<file path="config.mk">
export PLATFORM = sky130hd
export DESIGN_NAME = ram_req_ctrl
export DESIGN_NICKNAME = d
export VERILOG_FILES = /design/src/rtl/ram_req_ctrl.sv
export SDC_FILE = /design/constraint.sdc
export NUM_CORES = 1
export LEC_CHECK = 0
export BUFFER_PORTS_ARGS = -buffer_cell sky130_fd_sc_hd__buf_2
export CORE_UTILIZATION = 40
export DETAILED_ROUTE_END_ITERATION = 8
export PLACE_DENSITY = 0.69
export SETUP_SLACK_MARGIN = 0.3
export SLEW_MARGIN = 20
export SYNTH_ARGS = -nofsm -noshare
export SYNTH_HDL_FRONTEND = slang
export SYNTH_SLANG_ARGS = --single-unit
</file>
<file path="constraint.sdc">
create_clock -name clk -period 1.7 [get_ports clk]
set_input_delay 0.34 -clock clk [delete_from_list [all_inputs] [get_ports clk]]
set_output_delay 0.34 -clock clk [all_outputs]
set_load 0.01 [all_outputs]
</file>
<file path="src/rtl/ram_req_ctrl.sv">
// ram_req_ctrl: request/response front end for a synchronous single-port RAM.
// Requests go straight to the RAM. Read data comes back one cycle later and is
// captured into a small response FIFO. A credit rule on req_ready keeps room
// in the FIFO for every read that is accepted, so the FIFO can never overflow.
module ram_req_ctrl #(
    parameter int DATA_WIDTH = 32,
    parameter int DEPTH      = 1024,
    parameter int ADDR_WIDTH = (DEPTH <= 1) ? 1 : $clog2(DEPTH),
    parameter int RSP_DEPTH  = 4
) (
    input  logic                  clk,
    input  logic                  rst_n,
    input  logic                  req_valid,
    output logic                  req_ready,
    input  logic                  req_we,
    input  logic [ADDR_WIDTH-1:0] req_addr,
    input  logic [DATA_WIDTH-1:0] req_wdata,
    output logic                  rsp_valid,
    input  logic                  rsp_ready,
    output logic [DATA_WIDTH-1:0] rsp_data,
    output logic                  ram_w_en,
    output logic [ADDR_WIDTH-1:0] ram_addr,
    output logic [DATA_WIDTH-1:0] ram_wdata,
    input  logic [DATA_WIDTH-1:0] ram_rdata
);

    localparam int PTR_W = (RSP_DEPTH <= 2) ? 1 : $clog2(RSP_DEPTH);
    localparam int OCC_W = $clog2(RSP_DEPTH + 1);
    localparam int CNT_W = OCC_W + 1;

    logic                  inflight;
    logic [OCC_W-1:0]      occ;
    logic [PTR_W-1:0]      wr_ptr;
    logic [PTR_W-1:0]      rd_ptr;
    logic [DATA_WIDTH-1:0] fifo_mem [RSP_DEPTH];
    logic [CNT_W-1:0]      credit_used;
    logic                  accept;
    logic                  push;
    logic                  pop;

    // Pointer advance that wraps at RSP_DEPTH, which need not be a power of two.
    function automatic logic [PTR_W-1:0] ptr_inc(input logic [PTR_W-1:0] p);
        if (p == PTR_W'(RSP_DEPTH - 1)) begin
            return '0;
        end
        return p + PTR_W'(1);
    endfunction

    // Credits in use are the buffered responses plus the read currently at the
    // RAM; only registered state feeds req_ready so there is no path from the
    // request or response handshake inputs.
    assign credit_used = {1'b0, occ} + {{OCC_W{1'b0}}, inflight};
    assign req_ready   = rst_n & (credit_used < CNT_W'(RSP_DEPTH));
    assign accept      = req_valid & req_ready;

    assign ram_addr  = req_addr;
    assign ram_wdata = req_wdata;
    assign ram_w_en  = accept & req_we;

    // The RAM output is valid in the cycle after the read was accepted.
    assign push = inflight;
    assign pop  = rsp_valid & rsp_ready;

    assign rsp_valid = (occ != '0);
    assign rsp_data  = rsp_valid ? fifo_mem[rd_ptr] : '0;

    // Remember that a read was accepted so its RAM data is captured next cycle.
    always_ff @(posedge clk or negedge rst_n) begin
        if (!rst_n) begin
            inflight <= 1'b0;
        end else begin
            inflight <= accept & ~req_we;
        end
    end

    // Response FIFO: capture RAM data, hand out the oldest entry, track occupancy.
    always_ff @(posedge clk or negedge rst_n) begin
        if (!rst_n) begin
            wr_ptr <= '0;
            rd_ptr <= '0;
            occ    <= '0;
            for (int i = 0; i < RSP_DEPTH; i++) begin
                fifo_mem[i] <= '0;
            end
        end else begin
            if (push) begin
                fifo_mem[wr_ptr] <= ram_rdata;
                wr_ptr           <= ptr_inc(wr_ptr);
            end
            if (pop) begin
                rd_ptr <= ptr_inc(rd_ptr);
            end
            case ({push, pop})
                2'b10:   occ <= occ + OCC_W'(1);
                2'b01:   occ <= occ - OCC_W'(1);
                default: occ <= occ;
            endcase
        end
    end

endmodule
</file>
# --- After elaboration in Yosys (flattened, before gate mapping) ---
# Index checks and enable logic that the tools add are counted.
classes:
  n_addsub: 5
  n_lt_le_gt_ge: 4
  n_eq_ne: 4
  mux: 16
  bitwise_logic: 8
  reduce_logical: 3
ops:
  columns: ["operator", "n"]
  rows:
  - ["$bwmux 128", 1]
  - ["$mux 32", 4]
  - ["$bmux 32 s2", 1]
  - ["$demux 32 s2", 1]
  - ["$mux 2", 4]
  - ["$eq 2x2->1 const B", 3]
  - ["$ge 3x3->1 const B", 2]
  - ["$not 2->3", 2]
  - ["$pmux 3 s2", 1]
  - ["$and 1x1->1", 5]
  - ["$add 2x1->2 const B", 2]
  - ["$add 3x1->4", 1]
  - ["$lt 4x3->1 const B", 1]
  - ["$mux 1", 4]
  - ["$add 3x1->3 const B", 1]
  - ["$lt 3x1->1 const B", 1]
  - ["$reduce_bool 3->1", 1]
  - ["$sub 3x1->3 const B", 1]
  - ["$eq 2x1->1 const B", 1]
  - ["$reduce_bool 2->1", 1]
  - ["$logic_and 1x1->1", 1]
  - ["$not 1->1", 1]
totals:
  ff_bits: 136
  out_inout_bits: 77
  elab_cells: 48

# --- Logic depth before layout (Yosys ltp) ---
# Gate-level depths: netlist (run 1).
logic_depth:
  depth_word: 6
  ltp_mapped: 8

# --- Worst setup path before layout (run 1) ---
# Ideal clock, no wire load.
synth_path:
  path_type: "register -> register"
  from: "register occ[0]"
  to: "register occ[2]"
  setup_ns: 0.125
  arrival_time_ns: 1.706
  required_time_ns: 1.575
  slack_ns: -0.131
  path_stages_with_launch: 9
  path_buffers: 0
  synth_period_minus_slack_ns: 1.831
  cell_sequence: "dfrtp_1 > or3_4 > and2_4 > ha_1 > inv_1 > fa_1 > xor2_1 > nor2_1 > xor2_1"
synth_between:
  elab_chain_cells: 4
  word_cells_on_any_way: 8
  classes_between: "add/sub (2); eq/ne (2); mux (1); bitwise (1); reduce/logical (2)"
synth_rtl:
  columns: ["element", "line_no", "rtl"]
  rows:
  - ["start, declared", "32", "logic [OCC_W-1:0] occ;"]
  - ["start signal, assigned", "94", "2'b10: occ <= occ + OCC_W'(1);"]
  - ["start signal, assigned", "95", "2'b01: occ <= occ - OCC_W'(1);"]
  - ["$reduce_bool 3->1 (*)", "64", "assign rsp_valid = (occ != '0);"]
  - ["$and 1x1->1 (*)", "62", "assign pop = rsp_valid & rsp_ready;"]
  - ["named net pop", "39", "logic pop;"]
  - ["$eq 2x1->1 / $eq 2x2->1 (equally long branches)", "93", "case ({push, pop})"]
  - ["$pmux 3 s2 / $reduce_bool 2->1 (equally long branches)", null, null]
# Mark *: on every way through the listed nets, which the timed path passes. The rest lies on a longest branch.
# A chain may end at the register's enable or synchronous reset.

# --- Worst setup path in the final report (run 1) ---
layout_path:
  from: "register rd_ptr[0]"
  to: "output rsp_data[3]"
layout_between:
  elab_chain_cells: 5
layout_rtl:
  columns: ["element", "line_no", "rtl"]
  rows:
  - ["start, declared", "34", "logic [PTR_W-1:0] rd_ptr;"]
  - ["start signal, assigned", "91", "rd_ptr <= ptr_inc(rd_ptr);"]
  - ["$not 2->3 (not written as such)", "65", "assign rsp_data = rsp_valid ? fifo_mem[rd_ptr] : '0;"]
  - ["$bmux 32 s2", "65", null]
  - ["$mux 32 (not written as such) (2 in a row)", "65", null]
  - ["$mux 32", "65", null]
  - ["end, declared", "20", "output logic [DATA_WIDTH-1:0] rsp_data,"]
# Every way passes these cells. The select of a mux whose other input is x is not followed.

==> results.cfg, run 1 <==
[synth]
ys_async_sr_fraction_pct = 100
synth_edf_count = 0
synth_cell_type_count = 26
synthesis.area_um2 = 6540
ys.flop_type = dfrtp_1
synth-seq-cells = 136
postSynthAreaPerCell_um2 = 15.2
syn_inst = 429
synth_fp_nets = 515
ys_seq_area_share_pct = 52.1
ys_warn_count = 0

[final_layout]
nets = 602
diodes = 0
drive_gt1_share_pct = 71.5
final_common_cell = dfrtp_1
syn_to_final_growth_pct = 42.7
layout_common_cells = 134 x dfrtp_1, 130 x mux2_4, 56 x buf_6, 35 x buf_2, 33 x and2_4

[timing]
fin_crit_sh_pct = 130
fmax_ghz = 0.451
period_needed_ps = 2220
rsz0062_at_grt = true
whs_ps = 57.7
maxSlewHeadroom_pct = 51.9
postLayoutSetupSlackWorst_ps = -518
setup_viol = 167
hold_viol = 0
fin_skew_ps = 6.81
tightest_slew_ps = 722
slew_violations = 0

[floorplanning]
num_io_pins = 156
core_area_um2 = 15900
row_count = 46
die-height_um = 130
die_area_um2 = 16900
die_w_um = 130
initial_core_util_pct = 41.0

[power_and_ir_drop]
leakagePower_nw = 4.57
totalPowerFinal_mw = 19.7
p_per_area_nw_per_um2 = 2110
combPwrFrac_pct = 49.7
p_int_mw = 14.2
ir_drop_mv = 0.864
seqPwrFrac_pct = 29.3
p_sw_share_pct = 27.8
power_switching_mw = 5.49
p_clk_share_pct = 21.0

[worst_setup_path]
path_depth = 5
critical-path-top-delay-family = multiplexers
r2r_start = inflight
r2r.worst_path.cells = 11
slowest_stage = mux4_2
startpoint_type = flip-flop
startpoint = rd_ptr[0]
reg2reg_to = occ[2]
cp.required_ps = 1360
critPathMostFrequentCell = buf_6
endpoint = rsp_data[3]
critPathBufInv = 3
ff2ff_setup_slack_ps = -260
cp-end-kind = output pin
crit_chain = buf_6 -> buf_12 -> mux4_2 -> and2_4 -> buf_6
critPathArrivalTime_ps = 1880
path_max_fanout = 8
max_stage_delay_ps = 510
crit_type = flip-flop to output pin

[flow_run]
drv_cap = 0

[drt]
drtPass1Iterations = 4
drcViolationCount = 0
routed_wl_um = 17100
vias_per_cell = 5.27
drtAntennaViolNets = 0
drt_iter0_markers = 274
avgRoutedWirePerCell_um = 22.9
vias = 3923

[placement]
globalplace.congestion = 0.683
portBuffers = 71
dp_hpwl_um = 8290

[clock_tree]
cts_root_buffer = clkbuf_16
htreeDepth = 4
clkTransAtPathRegs_ps = 60
ctsHoldBuffers = 0
clockBufferDepth = 2
cts_inserted_buffers = 17
worstSkewPairLatency_ps = 420
cts.sinks = 136
cts_tree = done

[worst_hold_path]
holdCritPathClass = input port to async pin

[grt]
grt_pass1_vias = 4407
grt_max_degree = 137
grt_pass1_wl_um = 25800
antenna_found_initial = 1
grt.total_usage_pct = 21.4
gr-total-overflow = 0

[run_status]
failed_checks = setup timing
status = finished with violations
[sequential cells by signal, summed over array words and instances (netlist names)]
| name | count |
|---|---|
| rd_ptr | 2 |
| fifo_mem | 128 |
| inflight | 1 |
| occ | 3 |
| wr_ptr | 2 |
[kinds of logic (layout without fill, tap and decap cells)]
group	after synthesis	in the layout	synth area share (%)
multiplexers	163	163	33.9
buffers and inverters	73	173	7.77
adder cells (fa/ha/maj)	7	7	1.45
AND/OR/NAND/NOR	44	44	4.10
AO/OA/AOI/OAI	3	3	0.287
flip-flops	136	136	52.1
XOR/XNOR	3	3	0.402
[per-layer routing]
layer  routed length (um)  GRT usage [%]  vias to the layer above  share of wire (%)
met5                    0              0                        -                  0
met4                  506           10.3                        0                3.0
met3                  764           5.29                       50                4.5
met2                 8150           34.1                      101                 48
met1                 7630           27.4                     2111                 45
li1                     -              -                     1661                  -
[metrics by stage]
stage / setup TNS (ps) / worst slack [ps] / utilization, % / cell area [um^2] / instances
after CTS: -17700 / -545 / 57.0 / 9090 / 736
after global routing: -46240 / -587 / 58.5 / 9330 / 745
after global placement: -2950 / -120 / 44.4 / 7080 / 675
after detailed placement: -3480 / -145 / 44.4 / 7080 / 675
after floorplan: -174 / -92.3 / - / 6640 / 429
final: -40330 / -518 / 58.5 / 9330 / 745
[layout make-up]
class	count	area (um^2)
clock buffers	19	433
clock inverters	13	226
fillers	1205	6610
inverters	7	28.8
multi-input cells	220	3300
flip-flops and latches	136	3410
well taps	216	270
repair buffers	134	1670
[worst min path at each step]
stage / from / endpoint / slack, ps / cells after the start
CTS: rst_n / fifo_mem[38] / 80 / 2
finish: rst_n / fifo_mem[28] / 60 / 2
global placement: fifo_mem[25] / fifo_mem[25] / 480 / 1
global route: rst_n / fifo_mem[35] / 90 / 2
detailed placement: fifo_mem[122] / fifo_mem[122] / 490 / 1
floorplan: rst_n / fifo_mem[0] / 40 / 0
[synthesized netlist by cell type, types with 2 or more instances]
cell	number	area, um^2
clkbuf_1	4	15.0
buf_12	3	60.1
nor2_1	2	7.51
ha_1	6	75.1
xor2_1	2	17.5
mux2_4	2	30.0
buf_2	16	80.1
dfrtp_1	136	3400
mux2_2	128	1440
mux4_2	28	631
inv_1	7	26.3
buf_4	42	315
and2_1	32	200
o21ai_0	2	10.0
mux4_1	4	105
nand2_1	5	18.8
[power groups by stage]
stage	Sequential, mW	Combinational, mW	Clock (mW)
after floorplan	5.38	5.19	0
after global placement	5.57	6.59	0
after detailed placement	5.70	6.77	0
after CTS	5.73	9.38	4.19
after global routing	5.96	10.4	4.35
final	5.79	9.80	4.14
[what timing repair did]
item,CTS,global route
resized for setup,209,39
setup endpoints to repair,164,169
pin swaps,31,12
setup buffers,16,7
hold endpoints to repair,0,0
cloned,13,2
No activity file was read; power rests on OpenSTA's default activity.
==> run 2: changes to the inputs <==
--- a/config.mk
+++ b/config.mk
@@ -5,9 +5,12 @@
 export SDC_FILE = /design/constraint.sdc
 export NUM_CORES = 1
 export LEC_CHECK = 0
+export ABC_AREA = 0
 export BUFFER_PORTS_ARGS = -buffer_cell sky130_fd_sc_hd__buf_2
+export CORE_ASPECT_RATIO = 0.75
 export CORE_UTILIZATION = 40
 export DETAILED_ROUTE_END_ITERATION = 8
+export HOLD_SLACK_MARGIN = 0.1
 export PLACE_DENSITY = 0.69
 export SETUP_SLACK_MARGIN = 0.3
 export SLEW_MARGIN = 20
==> results.cfg, run 2 (synthesized netlist as in run 1, its figures left out) <==
[worst_setup_path]
path_depth = 4
r2r.worst_path.cells = 8
reg2reg_to = occ[2]
startpoint_type = flip-flop
crit_type = flip-flop to output pin
critPathArrivalTime_ps = 1910
slowest_stage = mux4_2
ff2ff_setup_slack_ps = -220
path_max_fanout = 17
r2r_start = occ[1]
cp-end-kind = output pin
critPathBufInv = 2
cp.required_ps = 1360
crit_chain = buf_12 -> mux4_2 -> and2_4 -> buf_6
max_stage_delay_ps = 540
critical-path-top-delay-family = multiplexers

[power_and_ir_drop]
p_per_area_nw_per_um2 = 2040
leakagePower_nw = 4.47
ir_drop_mv = 0.904

[timing]
fin_skew_ps = 6.36
fmax_ghz = 0.445
period_needed_ps = 2250
fin_crit_sh_pct = 132
rsz0062_at_grt = true
slew_violations = 0
tightest_slew_ps = 726
postLayoutSetupSlackWorst_ps = -547
hold_viol = 0
whs_ps = 204
setup_viol = 39
maxSlewHeadroom_pct = 51.6

[placement]
dp_slack_ps = -168
globalplace.congestion = 0.703
dp_hpwl_um = 8540
portBuffers = 71
place_inst = 669
dpl_cell_area_um2 = 7090

[clock_tree]
clockBufferDepth = 2
cts.sinks = 136
clkTransAtPathRegs_ps = 60
cts_tree = done
cts_inserted_buffers = 17
worstSkewPairLatency_ps = 420
htreeDepth = 4
cts_root_buffer = clkbuf_16

[grt]
met1_usage_pct = 29.7
use_met3_pct = 6.53
grt_max_degree = 137
grt.total_usage_pct = 21.2
busiest_layer = met2
gr-total-overflow = 0
grt_pass1_wl_um = 26100
grt_util_met2_pct = 31.2
antenna_found_initial = 2
grt_pass1_vias = 4475

[final_layout]
diodes = 0
multi_input_area_um2 = 3310
final_common_cell = dfrtp_1
drive_gt1_share_pct = 71.2
layout_common_cells = 134 x dfrtp_1, 130 x mux2_4, 46 x buf_2, 37 x buf_6
largest_reg_flops = 128
syn_to_final_growth_pct = 39.4
top_register = fifo_mem
fin_area_um2 = 9110
largestRegisters = fifo_mem x128, occ x3
nets = 598
regArea_um2 = 3410
fillers = 1242
final_cells = 735

[run_status]
status = finished with violations
failed_checks = setup timing

[drt]
vias = 3906
routed_wl_um = 16600
avgRoutedWirePerCell_um = 22.5
drcViolationCount = 0
drt_iter0_markers = 227
drtPass1Iterations = 4
drtAntennaViolNets = 0
vias_per_cell = 5.31

[worst_hold_path]
hold_depth = 2
holdCritPathClass = input port to flip-flop
whs_endpoint = fifo_mem[90]
hold_path_startpoint = ram_rdata[26]

[floorplanning]
core_area_um2 = 16000
num_io_pins = 156
row_count = 40
die-height_um = 113
die_w_um = 150
die_area_um2 = 16900
initial_core_util_pct = 40.8

[flow_run]
drv_cap = 0
-- run 2: changes by cell type in the layout (fill, tap and decap cells not counted), sizes merged --
cell | before | now
clkinvlp | 3 | 2
dlygate4sd3 | 0 | 1
buf | 133 | 129
inv | 7 | 10
clkinv | 4 | 7
bufinv | 6 | 1
clkbuf | 20 | 19
-- run 2: worst max-delay path by stage --
stage                         start      endpoint
after floorplan              occ[0]        occ[2]
after global placement    rd_ptr[0]   rsp_data[4]
after detailed placement  rd_ptr[0]  rsp_data[26]
after CTS                 rd_ptr[0]  rsp_data[13]
after global routing      rd_ptr[0]  rsp_data[13]
final                     rd_ptr[0]   rsp_data[9]
-- run 2: metal layers --
metal / share of wire, % / routed length, um
met5: 0.072 / 12
met4: 1.6 / 273
met2: 47 / 7820
met3: 6.6 / 1090
met1: 44 / 7370
-- run 2: area by class of cell --
class	instances	share of cell area [%]
flip-flops and latches	136	37.4
multi-input cells	220	36.3
repair buffers	130	16.8
clock buffers	19	4.97
well taps	210	2.88
clock inverters	13	1.33
inverters	7	0.288
-- run 2: per-stage QoR --
stage | total power [mW] | TNS [ps] | utilization (%)
6_report | 18.6 | -17910 | 56.9
5_1_grt | 19.6 | -20330 | 56.9
4_1_cts | 18.5 | -18350 | 55.8
3_5_place_dp | 12.5 | -3930 | 44.3
3_3_place_gp | 12.2 | -3710 | 44.3
2_1_floorplan | 10.6 | -174 | -
-- run 2: repair_timing --
item,4_1_cts,5_1_grt
cloned,13,0
hold endpoints to repair,57,0
resized for setup,204,12
hold buffers,1,0
setup buffers,12,8
endpoints found under the setup margin,159,168
pin swaps,27,4
-- run 2: power by group --
part	total (mW)	switching [mW]	internal, mW
sequential	5.82	0.957	4.86
combinational	9.21	3.03	6.18
clock	3.58	1.48	2.10
==> run 3: changes to the inputs <==
--- a/config.mk
+++ b/config.mk
@@ -9,9 +9,10 @@
 export BUFFER_PORTS_ARGS = -buffer_cell sky130_fd_sc_hd__buf_2
 export CORE_ASPECT_RATIO = 0.75
 export CORE_UTILIZATION = 40
+export CTS_BUF_LIST = sky130_fd_sc_hd__clkbuf_2 sky130_fd_sc_hd__clkbuf_4 sky130_fd_sc_hd__clkbuf_8
 export DETAILED_ROUTE_END_ITERATION = 8
 export HOLD_SLACK_MARGIN = 0.1
-export PLACE_DENSITY = 0.69
+export PLACE_DENSITY = 0.71
 export SETUP_SLACK_MARGIN = 0.3
 export SLEW_MARGIN = 20
 export SYNTH_ARGS = -nofsm -noshare
==> results.cfg, run 3 (synthesized netlist as in run 1, its figures left out) <==
[run_status]
status = finished with violations
failed_checks = setup timing

[timing]
postLayoutSetupSlackWorst_ps = -569
fin_crit_sh_pct = 133
period_needed_ps = 2270
whs_ps = 187
rsz0062_at_grt = true
maxSlewHeadroom_pct = 51.8
fin_skew_ps = 10.8
slew_violations = 0
fmax_ghz = 0.441
hold_viol = 0
tightest_slew_ps = 722
setup_viol = 39
tns_ps = -17930

[drt]
vias_per_cell = 5.32
routed_wl_um = 17900
drtAntennaViolNets = 0
drtPass1Iterations = 4
vias = 3981
drcViolationCount = 0
drt_iter0_markers = 129
avgRoutedWirePerCell_um = 23.9

[power_and_ir_drop]
combPwrFrac_pct = 52.8
leakagePower_nw = 4.60
p_clk_share_pct = 16.9
ir_drop_mv = 1.01
p_sw_share_pct = 28.9
p_per_area_nw_per_um2 = 2060
power_switching_mw = 5.58
seqPwrFrac_pct = 30.2
p_int_mw = 13.8

[grt]
use_met3_pct = 5.20
busiest_layer = met2
grt_pass1_vias = 4404
grt_util_met2_pct = 33.5
grt_pass1_wl_um = 26400
met1_usage_pct = 29.8
grt.total_usage_pct = 21.6
grt_max_degree = 137
antenna_found_initial = 0
gr-total-overflow = 0

[final_layout]
fin_area_um2 = 9390
top_register = fifo_mem
final_common_cell = dfrtp_1
largestRegisters = fifo_mem x128, occ x3
syn_to_final_growth_pct = 43.7
final_cells = 749
layout_common_cells = 133 x dfrtp_1, 130 x mux2_4, 53 x buf_6, 37 x buf_2, 33 x and2_4
drive_gt1_share_pct = 72.2
diodes = 0
largest_reg_flops = 128
nets = 613

[flow_run]
drv_cap = 0

[clock_tree]
clockBufferDepth = 2
cts.sinks = 136
cts_root_buffer = clkbuf_8
clkTransAtPathRegs_ps = 80
worstSkewPairLatency_ps = 430
htreeDepth = 4
cts_tree = done
cts_inserted_buffers = 17

[worst_setup_path]
startpoint_type = flip-flop
path_max_fanout = 7
cp-end-kind = output pin
critPathArrivalTime_ps = 1930
crit_type = flip-flop to output pin
cp.required_ps = 1360

[worst_hold_path]
holdCritPathClass = input port to flip-flop

[floorplanning]
die-height_um = 113
initial_core_util_pct = 40.8
core_area_um2 = 16000
row_count = 40
num_io_pins = 156
die_area_um2 = 16900
die_w_um = 150

[placement]
place_inst = 664
dp_hpwl_um = 8130
globalplace.congestion = 0.716
dpl_cell_area_um2 = 7040
portBuffers = 71
run 3: cell type report:
| type | instances | area [um^2] |
|---|---|---|
| fill | 1178 | 6620 |
| inverter | 7 | 31.3 |
| clock buffer | 20 | 269 |
| tap | 210 | 263 |
| clock inverter | 11 | 219 |
| sequential | 136 | 3410 |
| timing repair buffer | 145 | 1880 |
| multi-input combinational | 220 | 3330 |
run 3: worst max-delay path: stages, from the launching register on:
cell and delay, ps:
dfrtp_2 420, buf_6 140, buf_16 130, mux4_2 530
and2_4 170, buf_6 110
run 3: per-layer routing:
metal,vias up,part of all wire [%]
li1,1685,-
met1,2151,45
met2,110,48
met3,35,4.8
met4,0,2.2
met5,-,0
run 3: final timing paths:
kind                                     end  cells after the start          start  slack [ps]
worst max-delay path            rsp_data[15]                      5      rd_ptr[0]        -570
min in group asynchronous       fifo_mem[86]                      3          rst_n         630
worst max register to register        occ[2]                      8         occ[1]        -270
max in group asynchronous          rd_ptr[1]                      3          rst_n         510
worst min-delay path            fifo_mem[13]                      2  ram_rdata[13]         190
worst min register to register  fifo_mem[36]                      1   fifo_mem[36]         510
run 3: metrics by stage:
stage          worst slack, ps  power, mW  util (%)
2_1_floorplan            -92.3       10.6         -
3_3_place_gp             -94.9       12.1      43.9
3_5_place_dp              -127       12.5      43.9
4_1_cts                   -605       17.8      55.5
5_1_grt                   -611       20.2      58.6
6_report                  -569       19.3      58.6
run 3: what timing repair did:
| action | in CTS | in global routing |
|---|---|---|
| setup endpoints to repair | 156 | 168 |
| pin swaps | 13 | 29 |
| setup buffers | 21 | 11 |
| resized for setup | 186 | 56 |
| cloned | 16 | 5 |
| hold buffers | 1 | 0 |
| endpoints found under the hold margin | 136 | 0 |
run 3: power groups by stage:
stage	clock network (mW)	registers, mW	logic, mW
floorplan	0	5.38	5.19
global placement	0	5.55	6.54
detailed placement	0	5.71	6.75
CTS	3.30	5.74	8.80
global route	3.43	6.02	10.8
finish	3.27	5.85	10.2
